### src/rtl/reg_alu_pipe_if.sv
// rtl/reg_alu_pipe_if.sv - instruction issue and result bus of the pipelined register-file/ALU datapath
interface reg_alu_pipe_if #(
   parameter int DATA_WIDTH    = 32,
   parameter int INSTR_WIDTH   = 32,
   parameter int IMMOP_WIDTH   = 32,
   parameter int CONTROL_WIDTH = 4
) ();
   logic                     valid_in;
   logic                     ready_out;
   logic                     ALUsrc;
   logic [CONTROL_WIDTH-1:0] ALUctrl;
   logic                     RegWrite;
   logic [INSTR_WIDTH-1:0]   instr;
   logic [IMMOP_WIDTH-1:0]   ImmOp;
   logic [DATA_WIDTH-1:0]    result;
   logic                     result_valid;
   logic                     EQ;
   logic [DATA_WIDTH-1:0]    a0;

   modport master (
      output valid_in, ALUsrc, ALUctrl, RegWrite, instr, ImmOp,
      input  ready_out, result, result_valid, EQ, a0
   );

   modport slave (
      input  valid_in, ALUsrc, ALUctrl, RegWrite, instr, ImmOp,
      output ready_out, result, result_valid, EQ, a0
   );
endinterface

### src/rtl/reg_alu_pipe.sv
// rtl/reg_alu_pipe.sv - two-stage register-file/ALU pipeline with forwarding and iterative multiplier
module reg_alu_pipe #(
   parameter int DATA_WIDTH    = 32,
   parameter int ADDRESS_WIDTH = 5,
   parameter int INSTR_WIDTH   = 32,
   parameter int IMMOP_WIDTH   = 32,
   parameter int CONTROL_WIDTH = 4
) (
   input  logic          clk,
   input  logic          rst_n,
   reg_alu_pipe_if.slave bus
);
   localparam int NREG = 2 ** ADDRESS_WIDTH;
   localparam int SHW  = $clog2(DATA_WIDTH);
   localparam logic [ADDRESS_WIDTH-1:0] A0_IDX = ADDRESS_WIDTH'(10);
   localparam logic [SHW-1:0]           MUL_LAST = SHW'(DATA_WIDTH - 1);
   localparam logic [CONTROL_WIDTH-1:0] OP_MUL = CONTROL_WIDTH'(10);

   typedef enum logic {EX_IDLE, EX_RUN} ex_state_e;

   ex_state_e                state_q, state_d;
   logic [DATA_WIDTH-1:0]    rf_q [NREG];
   logic                     ex_wr_q;
   logic [ADDRESS_WIDTH-1:0] ex_rd_q;
   logic [CONTROL_WIDTH-1:0] ex_ctrl_q;
   logic [DATA_WIDTH-1:0]    ex_op1_q, ex_op2_q;
   logic [SHW-1:0]           mul_cnt_q, mul_cnt_d;
   logic [DATA_WIDTH-1:0]    mul_acc_q, mul_acc_d;
   logic [DATA_WIDTH-1:0]    result_q;
   logic                     result_valid_q, eq_q;

   logic [ADDRESS_WIDTH-1:0] rs1, rs2, rd;
   logic [DATA_WIDTH-1:0]    imm_ext, op1, op2, ex_result, mul_sum;
   logic [SHW-1:0]           shamt;
   logic                     ex_final, ready, accept, fwd_ok;
   logic                     unused_instr;

   assign rs1 = bus.instr[15 +: ADDRESS_WIDTH];
   assign rs2 = bus.instr[20 +: ADDRESS_WIDTH];
   assign rd  = bus.instr[7 +: ADDRESS_WIDTH];
   assign unused_instr = ^{bus.instr[INSTR_WIDTH-1:25], bus.instr[14:12], bus.instr[6:0]};

   generate
      if (IMMOP_WIDTH >= DATA_WIDTH) begin : g_imm_trunc
         assign imm_ext = bus.ImmOp[DATA_WIDTH-1:0];
      end else begin : g_imm_zext
         assign imm_ext = {{(DATA_WIDTH - IMMOP_WIDTH){1'b0}}, bus.ImmOp};
      end
   endgenerate

   // A multiply is only retiring once its counter reaches the last bit.
   assign ex_final = (state_q == EX_RUN) && ((ex_ctrl_q != OP_MUL) || (mul_cnt_q == MUL_LAST));
   assign ready    = (state_q == EX_IDLE) || ex_final;
   assign accept   = bus.valid_in && ready;
   assign fwd_ok   = ex_final && ex_wr_q && (ex_rd_q != '0);

   assign op1 = (fwd_ok && rs1 == ex_rd_q) ? ex_result : rf_q[rs1];
   assign op2 = bus.ALUsrc ? imm_ext : ((fwd_ok && rs2 == ex_rd_q) ? ex_result : rf_q[rs2]);

   assign shamt   = ex_op2_q[SHW-1:0];
   assign mul_sum = mul_acc_q + (ex_op2_q[mul_cnt_q] ? (ex_op1_q << mul_cnt_q) : '0);

   always_comb begin
      ex_result = '0;
      case (ex_ctrl_q)
         CONTROL_WIDTH'(0): ex_result = ex_op1_q + ex_op2_q;
         CONTROL_WIDTH'(1): ex_result = ex_op1_q - ex_op2_q;
         CONTROL_WIDTH'(2): ex_result = ex_op1_q & ex_op2_q;
         CONTROL_WIDTH'(3): ex_result = ex_op1_q | ex_op2_q;
         CONTROL_WIDTH'(4): ex_result = ex_op1_q ^ ex_op2_q;
         CONTROL_WIDTH'(5): ex_result = ex_op1_q << shamt;
         CONTROL_WIDTH'(6): ex_result = ex_op1_q >> shamt;
         CONTROL_WIDTH'(7): ex_result = $signed(ex_op1_q) >>> shamt;
         CONTROL_WIDTH'(8): ex_result = {{(DATA_WIDTH-1){1'b0}}, $signed(ex_op1_q) < $signed(ex_op2_q)};
         CONTROL_WIDTH'(9): ex_result = {{(DATA_WIDTH-1){1'b0}}, ex_op1_q < ex_op2_q};
         OP_MUL:            ex_result = mul_sum;
         default:           ex_result = '0;
      endcase
   end

   always_comb begin
      state_d   = state_q;
      mul_cnt_d = mul_cnt_q;
      mul_acc_d = mul_acc_q;
      if (accept) begin
         state_d   = EX_RUN;
         mul_cnt_d = '0;
         mul_acc_d = '0;
      end else if (ex_final) begin
         state_d = EX_IDLE;
      end else if (state_q == EX_RUN) begin
         mul_cnt_d = mul_cnt_q + 1'b1;
         mul_acc_d = mul_sum;
      end
   end

   always_ff @(posedge clk or negedge rst_n) begin
      if (!rst_n) begin
         state_q        <= EX_IDLE;
         for (int i = 0; i < NREG; i++) rf_q[i] <= '0;
         ex_wr_q        <= 1'b0;
         ex_rd_q        <= '0;
         ex_ctrl_q      <= '0;
         ex_op1_q       <= '0;
         ex_op2_q       <= '0;
         mul_cnt_q      <= '0;
         mul_acc_q      <= '0;
         result_q       <= '0;
         result_valid_q <= 1'b0;
         eq_q           <= 1'b0;
      end else begin
         state_q   <= state_d;
         mul_cnt_q <= mul_cnt_d;
         mul_acc_q <= mul_acc_d;
         if (accept) begin
            ex_wr_q   <= bus.RegWrite;
            ex_rd_q   <= rd;
            ex_ctrl_q <= bus.ALUctrl;
            ex_op1_q  <= op1;
            ex_op2_q  <= op2;
         end
         result_valid_q <= ex_final;
         if (ex_final) begin
            result_q <= ex_result;
            eq_q     <= (ex_op1_q == ex_op2_q);
            if (ex_wr_q && ex_rd_q != '0) rf_q[ex_rd_q] <= ex_result;
         end
      end
   end

   assign bus.ready_out    = ready;
   assign bus.result       = result_q;
   assign bus.result_valid = result_valid_q;
   assign bus.EQ           = eq_q;
   assign bus.a0           = rf_q[A0_IDX];
endmodule

### src/flat_wrapper.sv
// flat-port wrapper written by rule: the top's interface ports become plain ports
module reg_alu_pipe_flat 
#(
   parameter int DATA_WIDTH    = 32,
   parameter int ADDRESS_WIDTH = 5,
   parameter int INSTR_WIDTH   = 32,
   parameter int IMMOP_WIDTH   = 32,
   parameter int CONTROL_WIDTH = 4
)
  (clk, rst_n, bus_valid_in, bus_ALUsrc, bus_ALUctrl, bus_RegWrite, bus_instr, bus_ImmOp, bus_ready_out, bus_result, bus_result_valid, bus_EQ, bus_a0);
  reg_alu_pipe_if #(.DATA_WIDTH(DATA_WIDTH), .INSTR_WIDTH(INSTR_WIDTH), .IMMOP_WIDTH(IMMOP_WIDTH), .CONTROL_WIDTH(CONTROL_WIDTH)) bus_i ();
  input  logic clk;
  input  logic rst_n;
  input wire logic [$bits(bus_i.valid_in)-1:0] bus_valid_in;
  input wire logic [$bits(bus_i.ALUsrc)-1:0] bus_ALUsrc;
  input wire logic [$bits(bus_i.ALUctrl)-1:0] bus_ALUctrl;
  input wire logic [$bits(bus_i.RegWrite)-1:0] bus_RegWrite;
  input wire logic [$bits(bus_i.instr)-1:0] bus_instr;
  input wire logic [$bits(bus_i.ImmOp)-1:0] bus_ImmOp;
  output wire logic [$bits(bus_i.ready_out)-1:0] bus_ready_out;
  output wire logic [$bits(bus_i.result)-1:0] bus_result;
  output wire logic [$bits(bus_i.result_valid)-1:0] bus_result_valid;
  output wire logic [$bits(bus_i.EQ)-1:0] bus_EQ;
  output wire logic [$bits(bus_i.a0)-1:0] bus_a0;
  assign bus_i.valid_in = bus_valid_in;
  assign bus_i.ALUsrc = bus_ALUsrc;
  assign bus_i.ALUctrl = bus_ALUctrl;
  assign bus_i.RegWrite = bus_RegWrite;
  assign bus_i.instr = bus_instr;
  assign bus_i.ImmOp = bus_ImmOp;
  assign bus_ready_out = bus_i.ready_out;
  assign bus_result = bus_i.result;
  assign bus_result_valid = bus_i.result_valid;
  assign bus_EQ = bus_i.EQ;
  assign bus_a0 = bus_i.a0;
  reg_alu_pipe #(.DATA_WIDTH(DATA_WIDTH), .ADDRESS_WIDTH(ADDRESS_WIDTH), .INSTR_WIDTH(INSTR_WIDTH), .IMMOP_WIDTH(IMMOP_WIDTH), .CONTROL_WIDTH(CONTROL_WIDTH)) u_core (.clk(clk), .rst_n(rst_n), .bus(bus_i));
endmodule
### config.mk
export PLATFORM = sky130hd
export DESIGN_NAME = reg_alu_pipe_flat
export DESIGN_NICKNAME = d
export VERILOG_FILES = /design/src/rtl/reg_alu_pipe_if.sv /design/src/rtl/reg_alu_pipe.sv /design/src/flat_wrapper.sv
export SDC_FILE = /design/constraint.sdc
export NUM_CORES = 2
export LEC_CHECK = 0
export BUFFER_PORTS_ARGS = -buffer_cell sky130_fd_sc_hd__buf_2
export CORE_ASPECT_RATIO = 0.75
export CORE_UTILIZATION = 61
export CTS_CLUSTER_DIAMETER = 60
export DETAILED_ROUTE_END_ITERATION = 10
export PLACE_DENSITY_LB_ADDON = 0.08
export RECOVER_POWER = 25
export SYNTH_ARGS = -nofsm -noshare
export SYNTH_HDL_FRONTEND = slang
export SYNTH_SLANG_ARGS = --single-unit
### constraint.sdc
create_clock -name clk -period 11.03 [get_ports clk]
set_input_delay 0.5515 -clock clk [delete_from_list [all_inputs] [get_ports clk]]
set_output_delay 0.5515 -clock clk [all_outputs]
set_load 0.03 [all_outputs]
==> results.py <==
metrics = {
    "cts": {
        "cts_inserted_buffers": 116,
        "cts_resized": 0,
        "clk_latency_ns": 0.78,
        "ctsHoldBuffers": 6,
        "clkTransAtPathRegs_ns": 0.07,
        "clockBufferDepth": 3,
        "postCtsSetupBuffers": 0,
        "cts-root-buf": "clkbuf_16",
        "ctsHtreeMaxLevel": 3,
        "clock-sinks": 1170,
        "cts_tree": "yes",
    },
    "timing": {
        "timing.fmax_mhz": 119,
        "setup_tns_ns": 0,
        "setup_viol": 0,
        "final_hold_viol_count": 0,
        "fin_crit_sh_pct": 76.2,
        "tightest_slew_ns": 4.17,
        "skew_ns": 0.0367,
        "rsz0062_at_grt": "no",
        "hold_ws_ns": 0.0531,
        "drv_slew": 258,
        "relSlewSlack_pct": -178,
        "fin_crit_ns": 8.40,
    },
    "yosys": {
        "syn_area_um2": 71300,
        "netlist.area_leader.share_pct": 41.1,
        "syn_nets": 6989,
        "async_flop_share_pct": 100,
        "yosys_warnings": 0,
        "syn_avg_cell_area_um2": 10.5,
        "yosysSeqAreaShare_pct": 41.1,
        "synth_ff_type": "dfrtp_1",
        "ys_types": 95,
        "ys_ff_latch": 1170,
        "synth_area_leaders": "dfrtp_1, mux4_2, a21oi_1, nor2_1, clkbuf_1",
        "synthCells": 6783,
        "synth_top_cell_by_area": "dfrtp_1",
        "synth_edf_count": 0,
    },
    "power_and_ir_drop": {
        "pwr_density_cell_nw_per_um2": 238,
        "finalPower_mw": 18.3,
        "peakVddDrop_v": 0.000209,
        "leakagePower_nw": 32.4,
    },
    "cells_and_area": {
        "nets": 6675,
        "layout-drive-gt1-share_pct": 20.0,
        "regArea_um2": 29300,
        "final_common_cell": "nor2_1",
        "nFillCells": 8972,
        "area_delta_synth_final_pct": 7.56,
        "multi_input_area_um2": 38900,
        "final_cell_mix": "nor2_1, a21oi_1, dfrtp_1",
    },
    "worst_setup_path": {
        "worst_ep_required_time_ns": 11.64,
        "reg2reg_slack_ns": 2.63,
        "cp-end-kind": "flop",
        "crit_path_start_kind": "flop",
        "cp_data_arrival_time_ns": 9.01,
        "crit_type": "reg2reg",
        "worstPathMaxFanout": 48,
    },
    "status": {
        "failed_checks": "DRC, capacitance limit, slew limit",
        "status": "finished with violations",
    },
    "detailed_routing": {
        "via_count": 58568,
        "wl_per_cell_um": 32.7,
        "drc_errors": 9,
        "drt.antenna.violating_nets": 0,
        "wl_mm": 266,
        "drt_iter0_drc": 8749,
        "dr.pass1.iters": 11,
        "viasPerCell": 7.21,
    },
    "floorplan": {
        "die_y_um": 298,
        "core_um2": 116000,
        "pin_count": 140,
        "dieArea_um2": 118000,
        "row_count": 108,
        "die_w_um": 397,
        "start_util_pct": 61.6,
    },
    "grt": {
        "track_usage_pct": 45.5,
        "grt_pass1_vias": 55513,
        "grt.overflow.total": 0,
        "grt_max_degree": 166,
        "grt_pass1_wl_mm": 387,
        "antenna_found_initial": 18,
    },
    "placement": {
        "io_buffers": 122,
        "gp_congestion": 1.18,
        "dpl.hpwl_mm": 177,
    },
    "job": {
        "cap_violations": 6,
    },
    "min_path": {
        "hp-class": "in2reg",
    },
}
per-layer routing:
metal | wire length (um) | part of all wire, % | up-vias | GRT usage [%]
met5 | 394 | 0.15 | - | 2.23
met2 | 106000 | 40 | 3934 | 58.7
li1 | - | - | 24188 | -
met1 | 104000 | 39 | 29736 | 65.2
met3 | 42900 | 16 | 688 | 22.2
met4 | 12700 | 4.8 | 22 | 17.9
final cells by class:
cell class | instances | area share, %
Antenna cell | 18 | 0.0587
Clock buffer | 158 | 4.32
Clock inverter | 56 | 0.917
Inverter | 119 | 0.582
Multi-Input combinational cell | 4761 | 50.8
Sequential cell | 1170 | 38.2
Tap cell | 1540 | 2.51
Timing Repair Buffer | 301 | 2.65
metrics by stage:
step | utilization, % | cells | area [um2] | setup slack (ns)
finish | 66.2 | 8123 | 76700 | 2.63
global placement | 62.8 | 7885 | 72700 | 3.56
floorplan | - | 6783 | 71300 | 5.98
detailed placement | 62.8 | 7885 | 72700 | 3.58
global route | 66.2 | 8116 | 76700 | 2.65
CTS | 66.3 | 8105 | 76700 | 3.56
registers in the layout, indices dropped and copies added (netlist names):
name                     cells
u_core.ex_op2_q             32
u_core.bus.result           32
u_core.rf_q                992
u_core.state_q               1
u_core.bus.a0               32
u_core.ex_op1_q             32
u_core.bus.EQ                1
u_core.bus.result_valid      1
u_core.ex_wr_q               1
u_core.ex_rd_q               5
u_core.mul_cnt_q             5
u_core.mul_acc_q            32
u_core.ex_ctrl_q             4
kinds of logic (layout without fill, tap and decap cells):
logic type,count (synthesis),in the layout,share of synthesized area (%)
DFF,1170,1170,41.1
adders and majority gates,133,133,2.37
buffers and inverters,852,634,4.99
AOI/OAI and AO/OA,1800,1800,14.6
other,0,18,0
xor gates and xnor gates,62,62,0.762
muxes,872,872,25.2
and+or+nand+nor,1894,1894,11.0
power by group:
group          internal [mW]  total (mW)  switching (mW)  leakage, nW
Combinational           2.97        7.45            4.48         15.1
Clock                   2.39        4.22            1.82         1.97
Sequential              5.54        6.61            1.07         15.3
Total                   10.9        18.3            7.38         32.4
synthesized netlist by cell type, drive strengths merged, types with 50 or more instances:
cell / n
nor2: 1271
a21oi: 1206
dfrtp: 1170
mux4: 732
clkbuf: 509
nand2: 322
buf: 224
o21ai: 196
ha: 130
inv: 117
mux2i: 105
a211oi: 55
nor3: 52
nand3: 50
path summary, 6_finish.rpt:
check,start,cells past startpoint,end
setup / recovery,u_core.mul_cnt_q[1],23,u_core.rf_q[444]
hold reg to reg,u_core.rf_q[1021],0,u_core.rf_q[1021]
min in group asynchronous,rst_n,2,u_core.rf_q[944]
max in group asynchronous,rst_n,3,u_core.rf_q[277]
hold / removal,bus_ALUctrl[3],3,u_core.ex_ctrl_q[3]
setup reg to reg,u_core.mul_cnt_q[1],23,u_core.rf_q[444]
worst max-delay path, stage by stage, from the launching register on:
cell and delay (ns):
dfrtp_2 0.34, buf_4 0.51, clkinv_1 0.14, buf_4 0.27, o2111a_1 0.17, nor4_1 1.32, a31oi_1 0.20, buf_4 0.25
nand2b_1 0.27, nor4_1 0.30, ha_1 0.22, inv_1 0.06, fa_1 0.42, nand2b_1 0.20, a21oi_1 0.28, o21ai_1 0.17
o21a_1 0.28, o31ai_1 0.40, a41oi_1 0.20, xor2_1 0.91, o211ai_1 0.55, nor2_2 0.23, buf_4 0.37, a21oi_1 0.14
Power figures use the tool's default switching activity.
